## config.mk

```make
export PLATFORM = sky130hd
export DESIGN_NAME = temp_count_reader_flat
export DESIGN_NICKNAME = d
export VERILOG_FILES = /design/src/rtl/temp_count_reader_if.sv /design/src/rtl/temp_count_reader.sv /design/src/flat_wrapper.sv
export SDC_FILE = /design/constraint.sdc
export NUM_CORES = 1
export LEC_CHECK = 0
export BUFFER_PORTS_ARGS = -buffer_cell sky130_fd_sc_hd__buf_2
export CAP_MARGIN = 20
export CORE_AREA = 4 4 75 77
export DETAILED_ROUTE_END_ITERATION = 12
export DIE_AREA = 0 0 79 81
export GPL_TIMING_DRIVEN = 0
export PLACE_DENSITY = 0.82
export RECOVER_POWER = 100
export SYNTH_ARGS = -nofsm -noshare
export SYNTH_HDL_FRONTEND = slang
export SYNTH_SLANG_ARGS = --single-unit
```

## constraint.sdc

```tcl
create_clock -name clk -period 8.9 [get_ports clk]
set_input_delay 0.445 -clock clk [delete_from_list [all_inputs] [get_ports clk]]
set_output_delay 0.445 -clock clk [all_outputs]
set_load 0.02 [all_outputs]
```

## src/rtl/temp_count_reader_if.sv

```systemverilog
// temp_count_reader_if: measurement request and result handshake bundle
interface temp_count_reader_if #(
  parameter int WIDTH    = 8,
  parameter int WINDOW_W = 16
);
  logic                start;
  logic [WINDOW_W-1:0] window_len;
  logic                result_ready;
  logic [WIDTH-1:0]    result;
  logic                result_valid;
  logic                overflow;
  logic                busy;
  modport master (output start, window_len, result_ready, input result, result_valid, overflow, busy);
  modport slave  (input start, window_len, result_ready, output result, result_valid, overflow, busy);
endinterface

```

## src/rtl/temp_count_reader.sv

```systemverilog
// temp_count_reader: counts synchronized osc_in rising edges over a programmable clk window.
// Define TEMP_READER_AVG_EN to average four back-to-back windows per request.
module temp_count_reader #(
  parameter int WIDTH       = 8,
  parameter int WINDOW_W    = 16,
  parameter int SYNC_STAGES = 2
) (
  input logic               clk,
  input logic               reset_n,
  input logic               osc_in,
  temp_count_reader_if.slave bus
);
  typedef enum logic [1:0] {IDLE, MEASURE, DONE} state_t;
  state_t state, state_nxt;
  logic [SYNC_STAGES-1:0] sync;
  logic prev, osc_rise, accept, last, win_end;
  logic [WINDOW_W-1:0] win_len, timer;
  logic [WIDTH-1:0] cnt, cnt_nxt, res_fin, result_q;
  logic ovf, ovf_nxt, overflow_q;
  assign osc_rise = sync[SYNC_STAGES-1] & ~prev;
  assign accept   = state == IDLE && bus.start && bus.window_len != '0;
  assign last     = state == MEASURE && timer == win_len - WINDOW_W'(1);
  // saturate instead of wrapping; a dropped edge marks the overflow
  assign cnt_nxt  = (osc_rise && !(&cnt)) ? cnt + WIDTH'(1) : cnt;
  assign ovf_nxt  = ovf | (osc_rise & (&cnt));
`ifdef TEMP_READER_AVG_EN
  logic [1:0] win_idx;
  logic [WIDTH+1:0] acc, acc_nxt;
  assign acc_nxt = acc + (WIDTH+2)'(cnt_nxt);
  assign res_fin = acc_nxt[WIDTH+1:2];
  assign win_end = last && win_idx == 2'd3;
  always_ff @(posedge clk)
    if (!reset_n) begin
      win_idx <= '0;
      acc     <= '0;
    end else if (accept) begin
      win_idx <= '0;
      acc     <= '0;
    end else if (last) begin
      win_idx <= win_idx + 2'd1;
      acc     <= acc_nxt;
    end
`else
  assign res_fin = cnt_nxt;
  assign win_end = last;
`endif
  always_ff @(posedge clk)
    if (!reset_n) state <= IDLE;
    else state <= state_nxt;
  always_comb
    state_nxt = accept ? MEASURE :
                win_end ? DONE :
                (state == DONE && bus.result_ready) ? IDLE : state;
  always_comb begin
    bus.busy         = state != IDLE;
    bus.result_valid = state == DONE;
    bus.result       = result_q;
    bus.overflow     = overflow_q;
  end
  always_ff @(posedge clk)
    if (!reset_n) begin
      sync       <= '0;
      prev       <= 1'b0;
      win_len    <= '0;
      timer      <= '0;
      cnt        <= '0;
      ovf        <= 1'b0;
      result_q   <= '0;
      overflow_q <= 1'b0;
    end else begin
      sync <= {sync[SYNC_STAGES-2:0], osc_in};
      prev <= sync[SYNC_STAGES-1];
      if (accept) begin
        win_len <= bus.window_len;
        timer   <= '0;
        cnt     <= '0;
        ovf     <= 1'b0;
      end else if (state == MEASURE) begin
        timer <= last ? '0 : timer + WINDOW_W'(1);
        cnt   <= last ? '0 : cnt_nxt;
        ovf   <= ovf_nxt;
        if (win_end) begin
          result_q   <= res_fin;
          overflow_q <= ovf_nxt;
        end
      end
    end
endmodule

```

## src/flat_wrapper.sv

```systemverilog
// flat-port wrapper written by rule: the top's interface ports become plain ports
module temp_count_reader_flat 
#(
  parameter int WIDTH       = 8,
  parameter int WINDOW_W    = 16,
  parameter int SYNC_STAGES = 2
)
  (clk, reset_n, osc_in, bus_start, bus_window_len, bus_result_ready, bus_result, bus_result_valid, bus_overflow, bus_busy);
  temp_count_reader_if #(.WIDTH(WIDTH), .WINDOW_W(WINDOW_W)) bus_i ();
  input logic clk;
  input logic reset_n;
  input logic osc_in;
  input wire logic [$bits(bus_i.start)-1:0] bus_start;
  input wire logic [$bits(bus_i.window_len)-1:0] bus_window_len;
  input wire logic [$bits(bus_i.result_ready)-1:0] bus_result_ready;
  output wire logic [$bits(bus_i.result)-1:0] bus_result;
  output wire logic [$bits(bus_i.result_valid)-1:0] bus_result_valid;
  output wire logic [$bits(bus_i.overflow)-1:0] bus_overflow;
  output wire logic [$bits(bus_i.busy)-1:0] bus_busy;
  assign bus_i.start = bus_start;
  assign bus_i.window_len = bus_window_len;
  assign bus_i.result_ready = bus_result_ready;
  assign bus_result = bus_i.result;
  assign bus_result_valid = bus_i.result_valid;
  assign bus_overflow = bus_i.overflow;
  assign bus_busy = bus_i.busy;
  temp_count_reader #(.WIDTH(WIDTH), .WINDOW_W(WINDOW_W), .SYNC_STAGES(SYNC_STAGES)) u_core (.clk(clk), .reset_n(reset_n), .osc_in(osc_in), .bus(bus_i));
endmodule
```

# Word-level counts from Yosys, hierarchy flattened
# Cells that the tools add are included.
# classes
add_sub_neg	3
n_eq_ne	3
n_mux	6
bitwise	6
reduce_logical	14
# ops
op	count
$add A16 B1 Y16 const B	1
$eq A16 B16 Y1	1
$mux W16	1
$mux W8	2
$reduce_bool A16 Y1	1
$sub A16 B1 Y16 const B	1
$add A8 B1 Y8 const B	1
$reduce_and A8 Y1	1
$logic_and A1 B1 Y1	5
$mux W2	2
$reduce_bool A2 Y1	2
$not A1 Y1	3
$reduce_and A3 Y1	1
$reduce_bool A3 Y1	1
$and A1 B1 Y1	2
$eq A2 B1 Y1 const B	1
$eq A2 B2 Y1 const B	1
$logic_not A2 Y1	1
$reduce_or A2 Y1	1
$logic_not A1 Y1	1
$mux W1	1
$or A1 B1 Y1	1
# totals
register_bits	55
word_cells	42

# Logic depth before layout (Yosys ltp)
# Gate-level depths: netlist (run 1).
# depth
depth_word	5
mapped_depth	9
mapped_depth_nobuf	8

# Worst setup path before layout (run 1)
# No wires, ideal clock.
# synth_path
path_kind	register to register
start	reg u_core.win_len[2]
end	reg u_core.result_q[7], in the netlist u_core.bus.result[7]
setup_time_ns	0.121
arrival_time_ns	2.706
t_required_ns	8.779
slack_ns	6.073
stages_incl_launch_ff	10
synth_period_minus_slack_ns	2.827
path_cell_list	dfxtp_1 -> buf_6 -> or4_1 -> buf_2 -> or4_4 -> a21oi_2 -> o21ai_2 -> or4_4 -> buf_6 -> mux2_4
# synth_via
elab_chain_len	4
# synth_lines
element	line_no	rtl
from (decl)	temp_count_reader.sv:17	logic [WINDOW_W-1:0] win_len, timer;
from (signal assigned)	temp_count_reader.sv:74	win_len <= bus.window_len;
$sub A16 B1 Y16	temp_count_reader.sv:22	assign last = state == MEASURE && timer == win_len - WINDOW_W'(1);
$eq A16 B16 Y1	temp_count_reader.sv:22	
$logic_and A1 B1 Y1	temp_count_reader.sv:22	
$reduce_and A3 Y1 (no source line)	n/a	
to (signal assigned)	temp_count_reader.sv:83	result_q <= res_fin;
to (decl)	temp_count_reader.sv:18	logic [WIDTH-1:0] cnt, cnt_nxt, res_fin, result_q;
# No other way between the ends.
# A chain may end at the register's enable or synchronous reset.

# Final worst setup path (run 1)
# layout_path
start	reg u_core.win_len[4]
end	reg u_core.cnt[5]
# layout_via
elab_chain_len	4
# layout_lines
element	line_no	rtl
$sub A16 B1 Y16	temp_count_reader.sv:22	
$eq A16 B16 Y1	temp_count_reader.sv:22	
$logic_and A1 B1 Y1	temp_count_reader.sv:22	
$mux W8	temp_count_reader.sv:80	cnt <= last ? '0 : cnt_nxt;
to (signal assigned)	temp_count_reader.sv:80	
to (decl)	temp_count_reader.sv:18	
# No other way between the ends.

==> results of run 1 <==
## worst min-delay path by stage
| stage | to | slack, ps | depth (start not counted) |
|---|---|---|---|
| 2_1_floorplan | u_core.sync[1] | 410 | 1 |
| 3_3_place_gp | u_core.sync[1] | 410 | 1 |
| 3_5_place_dp | u_core.sync[1] | 430 | 1 |
| 4_1_cts | u_core.sync[0] | 320 | 2 |
| 5_1_grt | u_core.sync[0] | 320 | 2 |
| 6_report | u_core.sync[0] | 330 | 2 |
## per-layer routing
layer,vias to the layer above,wire (um),share of wire (%)
met4,0,138,2.0
met3,12,277,4.0
met5,-,0,0
met1,1276,2990,44
met2,55,3460,50
li1,1329,-,-
## critical path, delay by kind of cell (launching register included)
kind | cells | cell delay [ps]
AO/OA/AOI/OAI | 1 | 160
flip-flops | 1 | 390
buffers and inverters | 1 | 470
AND/OR/NAND/NOR | 5 | 2740
## metrics by stage
stage	setup slack, ps	hold WS, ps	utilization [%]
2_1_floorplan	6070	412	-
3_3_place_gp	5680	414	64.8
3_5_place_dp	5680	430	64.8
4_1_cts	5650	324	67.5
5_1_grt	4640	320	66.5
6_report	5000	335	66.5
## power by group
part,switching (W),internal (W)
sequential,0.00000824,0.000253
combinational,0.0000568,0.0000387
clock,0.0000827,0.000112
total,0.000148,0.000404
## cells in the mapped netlist (2+ instances only)
cell type	instances
sky130_fd_sc_hd__buf_6	2
sky130_fd_sc_hd__or2_2	2
sky130_fd_sc_hd__nor3_1	28
sky130_fd_sc_hd__and2_1	7
sky130_fd_sc_hd__a21oi_1	4
sky130_fd_sc_hd__and3_1	3
sky130_fd_sc_hd__o22ai_1	5
sky130_fd_sc_hd__nand2_1	37
sky130_fd_sc_hd__buf_1	2
sky130_fd_sc_hd__or4_4	2
sky130_fd_sc_hd__nor2b_1	3
sky130_fd_sc_hd__clkbuf_1	13
sky130_fd_sc_hd__nor2_1	30
sky130_fd_sc_hd__nor4_1	10
sky130_fd_sc_hd__nand4_1	7
sky130_fd_sc_hd__dfxtp_1	55
sky130_fd_sc_hd__nor4b_1	2
sky130_fd_sc_hd__o32ai_1	3
sky130_fd_sc_hd__o211ai_1	3
sky130_fd_sc_hd__o31ai_1	2
sky130_fd_sc_hd__ha_1	3
sky130_fd_sc_hd__inv_1	8
sky130_fd_sc_hd__xor2_1	18
sky130_fd_sc_hd__nand3_1	13
sky130_fd_sc_hd__or4_1	2
sky130_fd_sc_hd__or3_1	2
sky130_fd_sc_hd__and4_1	3
sky130_fd_sc_hd__o21ai_0	6
sky130_fd_sc_hd__nand2b_1	4
sky130_fd_sc_hd__xnor2_1	27
sky130_fd_sc_hd__o41ai_1	2
sky130_fd_sc_hd__a31oi_1	3
sky130_fd_sc_hd__mux2i_1	22
## cell families after synthesis
kind of cell	share of synthesized area (%)
buf+inv	3.79
flops	36.7
mux	8.21
compound gates	9.42
xor+xnor	13.1
fa+ha+maj	1.25
simple gates	27.5
## final cells by class
cell class / count / area (um^2)
multi-input combinational: 271 / 1760
buffer: 18 / 76.3
timing repair buffer: 31 / 140
inverter: 8 / 30.0
tap: 70 / 87.6
clock inverter: 3 / 67.6
fill: 467 / 1680
sequential: 55 / 1100
clock buffer: 5 / 68.8
## sequential cells by signal, summed over array words and instances, names as in the netlist
signal and cells:
u_core.cnt 8, u_core.ovf 1, u_core.bus.overflow 1, u_core.win_len 16
u_core.prev 1, u_core.bus.result 8, u_core.timer 16, u_core.state 2
u_core.sync 2
==> flow_results.org, run 1 <==
** Status
- The flow ran to the end, and the final reports show no timing, DRC or antenna violations.

** Placement
- Final weighted congestion in routability-driven placement :: 0.892
- Total of buffers placed on input and output ports :: 31
- Once detailed placement completed, the half-perimeter wirelength came to 5190 um.
- Once placement completed, the tool counted placed cells totaling 453.
- Area post-placement :: 3240 um^2

** Logic synthesis
- Number of unique standard cell types used by synthesis :: 52
- Mean instance size in the synthesized netlist :: 8.53 um^2
- Top cells by area, synth :: sky130_fd_sc_hd__dfxtp_1, sky130_fd_sc_hd__xnor2_1, sky130_fd_sc_hd__mux2i_1, sky130_fd_sc_hd__xor2_1, sky130_fd_sc_hd__nor3_1
- Asr flop ratio synth :: 0%
- Among all flip-flop cells after synthesis, the most frequent one is sky130_fd_sc_hd__dfxtp_1.
- Counting every net in the synthesized netlist gives 376.
- Dominant cell type by area after synthesis :: sky130_fd_sc_hd__dfxtp_1
- Proportion of netlist area held by the largest area contributor :: 36.7%
- Synthesis produced 352 cells.
- Synthesis inferred 55 register bits.
- Synthesized cell area :: 3000 um^2
- Sequential elements use 36.7% of the synthesized area.
- Warning count from the yosys run :: 0
- The synthesized design contains 0 enable-type register cells.

** Route
- Number of search-and-repair iterations in the first detailed-routing pass :: 4
- Dividing the detail-routed wire length by the instance count gives 14.9 um.
- Number of vias per cell :: 5.80
- Initial DRC count :: 147
- The detail route stage leaves a number of antenna-violating nets equal to 0.
- Across all layers, the routed design uses 2672 vias.
- The routed design has 6870 um of wire.
- DRC Markers :: 0

** Pwr
- Summing internal, switching and leakage power gives 0.000551 W.
- IR analysis of the VDD net gives a maximum drop of 0.122 mV.
- Static leakage :: 1.27 nW
- In this run the power density over the cells is 166 nW/um^2.

** CTS
- Hold_buf cts :: 0
- The clock passes through at most 2 buffers.
- Number of setup buffers added after CTS :: 0
- In this run, CTS created clock tree buffers numbering 5.
- TritonCTS built the clock tree.
- Post-CTS sizing :: 0
- The clock tree synthesis step divided the H-tree into 2 levels.
- Clk_lat worst skew :: 310 ps
- After clock tree synthesis, the clock-pin slew on the worst setup and hold paths is 100 ps.
- TritonCTS Sinks :: 55
- The tree is rooted in a sky130_fd_sc_hd__clkbuf_8.

** Cells and area
- After routing the design area is 3330 um^2.
- The final layout contains 414 nets.
- Ratio of cells with drive above 1 in the final layout :: 9.46%
- In the layout the commonest cells are sky130_fd_sc_hd__dfxtp_1, sky130_fd_sc_hd__nand2_1, sky130_fd_sc_hd__nor2_1.
- Ant diodes :: 0
- Most common cell after layout, fill and taps aside :: sky130_fd_sc_hd__dfxtp_1
- Relative to the synthesized area, the layout overhead comes to 10.9%.
- Number of standard cells in the layout, taps in and fillers out :: 461

** Setup path
- The worst register-to-register path ends at u_core.cnt[5].
- Of all nets on the critical path, the largest fanout is 10.
- The slowest stage of the critical path is the sky130_fd_sc_hd__nor4_1 cell.
- Worst path required time :: 9080 ps
- Internal reg-to-reg setup slack :: 5000 ps
- For the worst setup path, the data arrival time is 4090 ps.
- The worst register-to-register path begins at u_core.win_len[4].
- The setup path with the least slack is of type reg -> reg.
- For this run, the slowest stage of the critical path takes 1160 ps.
- For the worst flop-to-flop path, the logic depth is 7.
- Worst path cell trace :: nor4_1 -> nand4_1 -> nor4_1 -> o21ai_0 -> nor4_1 -> clkbuf_1 -> nor3_1
- CP endpoint kind :: flop
- STA classifies the critical path startpoint as a flop.
- First element of the critical path :: u_core.win_len[4]
- The most critical setup path has its endpoint at u_core.cnt[5].
- Counting stages on the worst path, the most repeated cell is sky130_fd_sc_hd__nor4_1.

** GRT
- Entering global routing, the biggest net connects 18 pins.
- Fraction of met2 tracks used by global routing :: 40.3%
- GRT overflow :: 0
- Global-route met3 utilization :: 4.21%
- Grt met1 use :: 27.8%
- Global-route wire length before repair :: 11600 um
- Global routing consumed, over all layers together, 23.0% of the routing resources.
- Most congested layer reported by global routing :: met2
- The via count of the first global-routing pass is 2545.
- Antenna violations before repair :: 0

** Job
- The tool flagged a number of max-cap violations equal to 0.

** Timing
- Final Slew Violations :: 0
- On the final layout, the worst clock skew is 3.45 ps.
- Dividing the final minimum period by the clock period gives 43.9%.
- Max transition margin :: 6.65%
- Final period demand of the worst path :: 3900 ps
- RSZ-0062 raised after global routing :: false
- Setup violations remaining at the end of the flow were counted as 0.
- Measured slew at the worst slew-check pin :: 1390 ps
- Setup TNS Final :: 0 ps
- Derived from the worst setup path, the maximum achievable clock frequency is 256 MHz.
- The number of hold violations in the final report was 0.

** Die
- Once the floorplan was initialized, standard cells occupied 59.9% of the core.
- Core box area :: 5010 um^2
- Floorplan die area :: 6400 um^2
- In this run the core area contains 26 standard-cell rows.
- Boundary pin count :: 32
- Die X-Extent :: 79 um
- In this run the vertical extent of the chip is 81 um.

** Min path
- Min-Delay Path Class :: in -> reg
- The worst hold path begins at osc_in.
(Power assumes the default switching activity.)
==> run 2, diff against run 1 <==
Settings changed: CORE_AREA 4 4 75 77 to 4 4 77 79, DIE_AREA 0 0 79 81 to 0 0 81 83, PLACE_DENSITY 0.82 to 0.78.
Clock period 8.9 ns to 3.85 ns, I/O delays scaled along.
==> run 2 against run 1 <==
Compared with the run above:
- clock-buffer cell count unchanged
- non-clock buffer count unchanged
- sequential power up 130%
- cell area about the same
- highest routed layer unchanged
==> flow_results.org, run 2 (synthesis results as in run 1) <==
** Status
- Outcome :: completed

** Die
- Die X-Extent :: 81 um
- Core box area :: 5340 um^2
- Std-Cell Rows :: 27
- The floorplan step set the die height to 83 um.
- 32 I/O pins were placed.
- For this configuration, the core starts out at a cell density of 56.2%.
- Floorplan die area :: 6720 um^2

** Cells and area
- The finished cells cover 3330 um^2.
- Registers with the most flip-flops :: u_core.timer: 16 flops, u_core.win_len: 16 flops
- In the final design database the tool counted 414 nets.
- In the layout the commonest cells are sky130_fd_sc_hd__dfxtp_1, sky130_fd_sc_hd__nand2_1, sky130_fd_sc_hd__nor2_1.
- Area growth from synthesis to final layout :: 10.9%
- Final-layout fill cell count :: 494
- 0 antenna diodes ended up in the layout.
- Ratio of cells with drive above 1 in the final layout :: 9.46%
- The library cell used most frequently in the layout, excluding fill and tap cells, is sky130_fd_sc_hd__dfxtp_1.

** Pwr
- For this design the static power due to leakage is 1.27 nW.
- Across the VDD grid, the largest voltage drop is 0.300 mV.
- In this run the power density over the cells is 370 nW/um^2.
- Total power for the finished layout comes to 0.00123 W.

** Placement
- Summing all placed instances gives a cell area of 3250 um^2.
- Before CTS, the worst setup slack after placement is 633 ps.
- Detailed placement ended at an HPWL of 5280 um.
- Final weighted congestion in routability-driven placement :: 0.923
- The count of buffers added on input and output ports is 31.

** GRT
- Maximum number of pins on one net before global-route repair :: 20
- Global routing consumed, over all layers together, 22.1% of the routing resources.
- The number of antenna violations at the first check in global routing came to 0.
- For this run the aggregate overflow at the end of global routing stands at 0.
- Global-route wire length before repair :: 11900 um
- The via count of the first global-routing pass was 2543.

** Min path
- Min-Delay Path Class :: in -> reg
- Worst hold path stage count :: 2

** Route
- Once detail routing completed, the nets flagged for antenna violations numbered 0.
- In the routed layout, each cell is associated on average with a via count of 5.65.
- Before antenna repair, the detailed router went through 4 iterations.
- In the routed design, unresolved DRC markers number 0.
- Detailed Route WL :: 6860 um
- In the final routed layout, each cell accounts on average for 14.8 um.
- Vias post-DR :: 2617
- The first routing iteration left 151 violations.

** Timing
- Post-route clock skew :: 14.0 ps
- For the pin with the worst max-slew slack, the measured transition is 1140 ps.
- Fmax achieved :: 295 MHz
- Setup violations remaining at the end of the flow were counted as 0.
- Hold_ws :: 66.1 ps
- Setup TNS Final :: 0 ps
- The number of hold violations in the final report came to 0.
- Setup repair after global routing left no endpoint under its margin.
- Dividing the final minimum period by the clock period gives 88.1%.
- The number of slew-limit violations in the final report is 0.
- After layout, the worst setup slack is 459 ps.
- Max transition margin :: 23.2%
- Final period demand of the worst path :: 3390 ps

** CTS
- Clock-pin slew was measured on the worst setup and hold paths at 110 ps.
- Counting the buffers created by CTS gives 5.
- TritonCTS built the clock tree.
- Hold_buf cts :: 0
- Post-CTS sizing :: 0
- TritonCTS Sinks :: 55
- The tree is rooted in a sky130_fd_sc_hd__clkbuf_8.
- Number of setup buffers added after CTS :: 0
- Clk_lat worst skew :: 320 ps
- The H-tree was split into 2 levels.
- The clock passes through at most 2 buffers.

** Setup path
- Data arrives at the worst endpoint at 3560 ps.
- The critical path is of the reg -> reg type.
- Cells on worst reg2reg path :: 6
- Of all nets on the critical path, the largest fanout is 7.
- The worst setup path is launched from a flop.
- CP endpoint kind :: flop
- Worst path required time :: 4020 ps

** Job
- Number of violations of the max-capacitance limit :: 0
==> run 2: cell count changes in the layout (fill, tap and decap cells not counted), sizes merged <==
cell and delta:
bufinv -1, inv +2, clkbuf +1, buf -1, clkinvlp -1
==> run 2: per-layer routing <==
layer | up-vias | share of wire (%) | GRT usage [%]
li1 | 1335 | - | -
met2 | 52 | 50 | 37.0
met5 | - | 0 | 0
met4 | 0 | 0.98 | 4.76
met3 | 7 | 4.5 | 5.31
met1 | 1223 | 44 | 28.4
==> run 2: final cells by class <==
| class | count | area [um^2] | area share, % |
|---|---|---|---|
| Clock inverter | 3 | 50.0 | 1.50 |
| Multi-Input combinational cell | 271 | 1770 | 53.3 |
| Tap cell | 72 | 90.1 | 2.71 |
| Timing Repair Buffer | 31 | 139 | 4.17 |
| Inverter | 8 | 30.0 | 0.902 |
| Clock buffer | 5 | 68.8 | 2.07 |
| Buffer | 18 | 76.3 | 2.29 |
| Sequential cell | 55 | 1100 | 33.1 |
==> run 2: final timing paths <==
check / to / slack [ps] / from
setup / recovery: u_core.cnt[3] / 460 / u_core.win_len[4]
hold / removal: u_core.sync[0] / 70 / osc_in
setup reg to reg: u_core.cnt[3] / 460 / u_core.win_len[4]
hold reg to reg: u_core.sync[1] / 450 / u_core.sync[0]
==> run 2: worst max-delay path: stages (launching register included) <==
cell	delay, ps
sky130_fd_sc_hd__dfxtp_1	390
sky130_fd_sc_hd__nor4_1	820
sky130_fd_sc_hd__nand4_1	220
sky130_fd_sc_hd__nor4_1	430
sky130_fd_sc_hd__o211ai_1	260
sky130_fd_sc_hd__nor4_1	910
sky130_fd_sc_hd__o32ai_1	220
==> run 2: power by group <==
group          leakage, nW  internal (W)  switching (W)
registers            0.446      0.000584      0.0000187
clock network       0.0607      0.000201       0.000202
logic                0.760     0.0000896       0.000136
total                 1.27      0.000875       0.000358
==> run 2: through the flow <==
stage,instances,util (%)
after global placement,455,60.8
after floorplan,352,-
final,463,62.4
after detailed placement,455,60.8
after global routing,463,62.4
after CTS,463,63.1
